$ cat config.mk
export PLATFORM = sky130hd
export DESIGN_NAME = controlador_7seg_multiplexado
export DESIGN_NICKNAME = d
export VERILOG_FILES = /design/src/rtl/controlador_7seg_multiplexado.sv
export SDC_FILE = /design/constraint.sdc
export NUM_CORES = 1
export LEC_CHECK = 0
export CORE_MARGIN = 10
export CORE_UTILIZATION = 35
export CTS_BUF_LIST = sky130_fd_sc_hd__clkbuf_8 sky130_fd_sc_hd__clkbuf_16
export DETAILED_ROUTE_END_ITERATION = 12
export HOLD_SLACK_MARGIN = 0.08
export PLACE_DENSITY_LB_ADDON = 0.25
export SYNTH_ARGS = -nofsm -noshare
export SYNTH_HDL_FRONTEND = slang
export SYNTH_SLANG_ARGS = --single-unit
export TNS_END_PERCENT = 30
$ cat constraint.sdc
create_clock -name clk -period 6.9 [get_ports clk]
set_clock_uncertainty 0.05 [all_clocks]
set_input_delay 0.69 -clock clk [delete_from_list [all_inputs] [get_ports clk]]
set_output_delay 0.69 -clock clk [all_outputs]
set_load 0.005 [all_outputs]
$ cat src/rtl/controlador_7seg_multiplexado.sv
// Time-multiplexed seven-segment controller: the value is captured (optionally Gray-decoded),
// converted to BCD by a sequential double-dabble, and the committed digits are scanned onto active-low lines.
module controlador_7seg_multiplexado #(
    parameter int W           = 8,
    parameter int D           = 4,
    parameter int REFRESH_DIV = 100000
) (
    input  logic         clk,
    input  logic         rst_n,
    input  logic [W-1:0] valor,
    input  logic         gray_en,
    input  logic         cargar,
    input  logic         blank_ceros,
    output logic         ocupado,
    output logic         overflow,
    output logic [6:0]   seg,
    output logic [D-1:0] an
);

    localparam int BW = 4 * D;
    localparam int NW = $clog2(W + 1);
    localparam int CW = $clog2(REFRESH_DIV);
    localparam int IW = (D > 1) ? $clog2(D) : 1;
    localparam logic [CW-1:0] CNT_MAX  = CW'(REFRESH_DIV - 1);
    localparam logic [IW-1:0] IDX_MAX  = IW'(D - 1);
    localparam logic [NW-1:0] ITER_MAX = NW'(W - 1);

    function automatic logic [31:0] calc_max_val();
        logic [31:0] m;
        m = 32'd1;
        for (int d = 0; d < D; d++) begin
            m = m * 32'd10;
        end
        return m - 32'd1;
    endfunction

    localparam logic [31:0] MAX_VAL = calc_max_val();

    function automatic logic [W-1:0] gray2bin(input logic [W-1:0] g);
        logic [W-1:0] b;
        b[W-1] = g[W-1];
        for (int i = W - 2; i >= 0; i--) begin
            b[i] = b[i+1] ^ g[i];
        end
        return b;
    endfunction

    function automatic logic [BW-1:0] add3(input logic [BW-1:0] v);
        logic [BW-1:0] r;
        r = v;
        for (int n = 0; n < D; n++) begin
            if (r[4*n +: 4] >= 4'd5) begin
                r[4*n +: 4] = r[4*n +: 4] + 4'd3;
            end else begin
                r[4*n +: 4] = r[4*n +: 4];
            end
        end
        return r;
    endfunction

    function automatic logic [6:0] glyph(input logic [3:0] dig);
        case (dig)
            4'd0:    return 7'b0000001;
            4'd1:    return 7'b1001111;
            4'd2:    return 7'b0010010;
            4'd3:    return 7'b0000110;
            4'd4:    return 7'b1001100;
            4'd5:    return 7'b0100100;
            4'd6:    return 7'b0100000;
            4'd7:    return 7'b0001111;
            4'd8:    return 7'b0000000;
            4'd9:    return 7'b0000100;
            default: return 7'b1111111;
        endcase
    endfunction

    typedef enum logic [1:0] {
        ST_IDLE   = 2'd0,
        ST_CONV   = 2'd1,
        ST_COMMIT = 2'd2
    } state_t;

    state_t        state_r, state_s;
    logic [W-1:0]  bin_r;
    logic [W-1:0]  cap_s;
    logic [BW-1:0] bcd_r;
    logic [BW-1:0] adj_s;
    logic [NW-1:0] iter_r;
    logic          ovf_pend_r;
    logic [BW-1:0] disp_r;
    logic [CW-1:0] cnt_r;
    logic [IW-1:0] idx_r;
    logic [3:0]    digit_s;
    logic          hi_zero_s;
    logic [6:0]    seg_s;

    // State register
    always_ff @(posedge clk) begin
        if (!rst_n) begin
            state_r <= ST_IDLE;
        end else begin
            state_r <= state_s;
        end
    end

    // Next-state logic; the W-th shift (iter_r == W-1) hands over to commit
    always_comb begin
        state_s = state_r;
        case (state_r)
            ST_IDLE: begin
                if (cargar) begin
                    state_s = ST_CONV;
                end else begin
                    state_s = ST_IDLE;
                end
            end
            ST_CONV: begin
                if (iter_r == ITER_MAX) begin
                    state_s = ST_COMMIT;
                end else begin
                    state_s = ST_CONV;
                end
            end
            ST_COMMIT: state_s = ST_IDLE;
            default:   state_s = ST_IDLE;
        endcase
    end

    // Capture value and pre-adjusted BCD for the current shift
    always_comb begin
        cap_s = valor;
        if (gray_en) begin
            cap_s = gray2bin(valor);
        end else begin
            cap_s = valor;
        end
        adj_s = add3(bcd_r);
    end

    // Conversion datapath, commit and busy flag
    always_ff @(posedge clk) begin
        if (!rst_n) begin
            bin_r      <= '0;
            bcd_r      <= '0;
            iter_r     <= '0;
            ovf_pend_r <= 1'b0;
            disp_r     <= '0;
            overflow   <= 1'b0;
            ocupado    <= 1'b0;
        end else begin
            ocupado <= (state_s != ST_IDLE);
            case (state_r)
                ST_IDLE: begin
                    if (cargar) begin
                        bin_r      <= cap_s;
                        bcd_r      <= '0;
                        iter_r     <= '0;
                        ovf_pend_r <= (32'(cap_s) > MAX_VAL);
                    end
                end
                ST_CONV: begin
                    bcd_r  <= {adj_s[BW-2:0], bin_r[W-1]};
                    bin_r  <= bin_r << 1;
                    iter_r <= iter_r + NW'(1);
                end
                ST_COMMIT: begin
                    disp_r   <= bcd_r;
                    overflow <= ovf_pend_r;
                end
                default: begin
                    bin_r <= bin_r;
                end
            endcase
        end
    end

    // Refresh counter and scanned digit index
    always_ff @(posedge clk) begin
        if (!rst_n) begin
            cnt_r <= '0;
            idx_r <= '0;
        end else if (cnt_r == CNT_MAX) begin
            cnt_r <= '0;
            idx_r <= (idx_r == IDX_MAX) ? '0 : idx_r + IW'(1);
        end else begin
            cnt_r <= cnt_r + CW'(1);
        end
    end

    // Segment selection: dash on overflow beats leading-zero blanking
    always_comb begin
        digit_s   = disp_r[4*idx_r +: 4];
        hi_zero_s = ((disp_r >> (4 * idx_r)) == '0);
        seg_s     = 7'b1111111;
        if (overflow) begin
            seg_s = 7'b1111110;
        end else if (blank_ceros && (idx_r != '0) && hi_zero_s) begin
            seg_s = 7'b1111111;
        end else begin
            seg_s = glyph(digit_s);
        end
    end

    // Registered display outputs
    always_ff @(posedge clk) begin
        if (!rst_n) begin
            seg <= 7'b1111111;
            an  <= '1;
        end else begin
            seg <= seg_s;
            an  <= ~(D'(1) << idx_r);
        end
    end

endmodule
==> metrics.md <==
| Metric | Value |
|---|---|
| Status | finished clean |
| Clock sinks | a little under 80 |
| Setup violators final | 0 |
| Die X | about 120 microns |
| Detailed-router iteration count before antenna repair | 4 |
| Critical Path RT | 7.14 ns |
| # H-tree levels | 3 |
| Clock Path Buffers | 2 |
| Setup crit end kind | flop |
| Switching share of power | 22.93% |
| Worst-path clk slew | 0.08 ns |
| Final HPWL DP | roughly 5000 microns |
| Post-route setup TNS | 0 ns |
| Sequential Power Share | 50.6% |
| Largest net degree at the start of global routing | 58 |
| Worst vdd ir | ~0.096 mV |
| Root buf cell | clkbuf_8 |
| # IOs | 26 |
| Drt initial violations | roughly 130 |
| First-pass GRT wire length | 12210 microns |
| DRC viols | 0 |
| Initial antenna violation count | 0 |
| Pint | between 0.7 and 0.8 mW |
| Vias in the first global route | about 2700 |
| Number of hold buffers added after cts | 0 |
| Mapped Nets | between 400 and 500 |
| Leakage | around 1.6 nW |
| Resized Gates After CTS | 0 |
| Synthesis-to-layout area growth | 14.17% |
| # rows | 37 |
| Combinational power share | 8.3% |
| Synth Cell Area | 3797 sq um |
| Post-synth EDFFs | 0 |
| Reg area | about 1500 sq um |
| Grt ovf | 0 |
| Placed inst area | 4121 sq um |
| Core area | between 10000 and 15000 sq um |
| Max Slew Vio Count | 0 |
| Layout cells sized above 1 | roughly 5.3% |
| Final period util | a little over a third |
| WS Path Type | flop to flop |
| Die H | around 120 microns |
| P per Cell Area | around 210 nW/um^2 |
| Slew headroom | 30.84% |
| Clk Latency, worst-skew pair | between 0.3 and 0.4 ns |
| Yosys reg bits | 77 |
| Final WL | between 7000 and 8000 microns |
| Sequential area share after synthesis | a little over 40% |
| Diode count | 0 |
| CTS tree | built |
| Fill cell count | roughly 1100 |
| Sw power | 0.2082 mW |
| CP arrival | 2.68 ns |
| Hold Path Class | flop to flop |
| Mean area per synthesized cell | around 8.7 sq um |
| CP max FO | 10 |
| Post-route antenna net violation count | 0 |
| CTS Buf Count | 9 |
| Initial Util | a little over a third |
| Tot GR Track Use | about 9.7% |
| Layout Nets | slightly below 500 |
| R2R Path Start | idx_r[0] |
| Worst slew pin tran | roughly 1.0 ns |
| Crit. Startpoint | idx_r[0] |
| DR vias | slightly below 3000 |
| RSZ-0062 raised after global routing | false |
| Final min period | about 2.4 ns |
| Design area | around 4300 sq um |
| Min-delay src | cnt_r[0] |
| Worst Setup Start Kind | flop |
| RePlAce Congestion | roughly 0.8 |
| Area occupied by multi-input gates | about 2100 sq um |
| Clock share of power | between 40% and 50% |
| Top FF cell, synth | dfxtp_1 |
| Post-synthesis cell type count | 44 |
| Synth warn | 0 |
| Postcts setup bufs | 0 |
| Async SR Flop Fraction | 0% |
| Port bufs | 24 |
| Routed len/inst | 12.19 microns |
| Fmax | between 0.4 and 0.5 GHz |
| Total of max-cap violations | 0 |
| Die area | between 15000 and 20000 sq um |
| Cell count after synthesis | roughly 440 |
| Vias per cell | about 4.9 |
| Util after Layout | 41.44% |
| Final hold viol count | 0 |
-- final timing paths --
path	cells past startpoint	slack, ns	to
setup reg to reg	8	4.46	seg[6]
hold reg to reg	1	0.39	cnt_r[0]
setup / recovery	8	4.46	seg[6]
hold / removal	1	0.39	cnt_r[0]
-- sequential cells by signal, indices dropped and copies added, names as in the netlist --
signal   count
cnt_r       17
bcd_r       16
disp_r      16
bin_r        8
seg          7
an           4
iter_r       4
idx_r        2
state_r      2
ocupado      1
-- area by class of cell --
| cell class | count | area share, % |
|---|---|---|
| Clock buffer | 10 | 3.175 |
| Clock inverter | 5 | 1.760 |
| Sequential cell | 77 | 35.56 |
| Timing Repair Buffer | 26 | 5.887 |
| Multi-Input combinational cell | 321 | 48.40 |
| Inverter | 15 | 1.299 |
| Tap cell | 136 | 3.925 |
-- Yosys cell counts (2+ instances only) --
library cell	count	area, sq um
buf_2	3	15.01
a22oi_1	8	60.06
nand4_1	6	37.54
nor2b_1	11	68.82
clkbuf_1	17	63.81
and2_1	11	68.82
nor2_1	36	135.1
ha_1	20	250.2
mux4_2	4	90.09
buf_4	3	22.52
nor3_1	11	55.05
or2_1	2	12.51
nor3b_1	2	15.01
xor2_1	17	148.9
o21a_1	5	37.54
and3_1	6	37.54
dfxtp_1	77	1541
a21boi_1	12	90.09
mux2i_1	6	60.06
nand2_1	60	225.2
a21boi_0	12	90.09
a21oi_1	8	40.04
inv_1	14	52.55
nand3_1	19	95.09
o221ai_1	2	17.52
o21ai_1	10	50.05
o21ai_0	15	75.07
nand2b_1	7	43.79
xnor2_1	14	122.6
nor4_1	4	25.02
-- worst max-delay path, cell delays in order, from the launching register on --
cell and delay, ns:
dfxtp_1 0.61, mux4_2 0.61, inv_1 0.16, ha_1 0.21
nand3_1 0.08, a211o_1 0.27, o21ai_1 0.20, nor2_1 0.13
o21ai_1 0.08
-- metal layers --
metal	vias up	track usage [%]	wire length, microns
met5	-	0	0
met4	0	4.964	150
met3	17	2.127	374
met2	54	15.94	3070
met1	1318	11.59	3596
li1	1495	-	-
-- kinds of logic (layout without fill, tap and decap cells) --
group                      after synthesis  count (layout)  synth area share, %
buffers and inverters                   38              56                4.151
DFF                                     77              77                40.59
AOI/OAI and AO/OA                       77              77                13.18
adders and majority gates               20              20                6.590
other                                    1               1              0.09875
muxes                                   10              10                3.954
and+or+nand+nor                        179             179                22.57
xor gates and xnor gates                34              34                8.863
-- cell usage in the layout (no fill, tap or decap), types with 10 or more instances in the layout --
cell and instances:
clkdlybuf4s50_1 24, nor2_1 36, nand3_1 19, a21boi_1 12
o21ai_0 15, nor3_1 11, dfxtp_1 77, a21boi_0 12
ha_1 20, inv_1 15, nand2_1 60, and2_1 11
xnor2_1 14, clkbuf_8 10, o21ai_1 10, nor2b_1 11
xor2_1 17
-- stage by stage --
| step | hold slack, ns | cells | setup slack [ns] | power, mW |
|---|---|---|---|---|
| floorplan | 0.3621 | 436 | 4.755 | 0.5230 |
| global placement | 0.3744 | 575 | 4.193 | 0.5463 |
| detailed placement | 0.3797 | 575 | 4.136 | 0.5472 |
| CTS | 0.3903 | 590 | 4.421 | 0.9223 |
| global route | 0.3993 | 590 | 4.235 | 0.9440 |
| finish | 0.3918 | 590 | 4.455 | 0.9083 |
-- power by group through the flow --
stage / logic [mW] / clock network, mW / registers, mW
6_report: 0.0752 / 0.373 / 0.460
3_3_place_gp: 0.0760 / 0 / 0.470
4_1_cts: 0.0768 / 0.386 / 0.460
5_1_grt: 0.0843 / 0.398 / 0.461
2_1_floorplan: 0.0533 / 0 / 0.470
3_5_place_dp: 0.0768 / 0 / 0.470
Power figures use the tool's default switching activity.
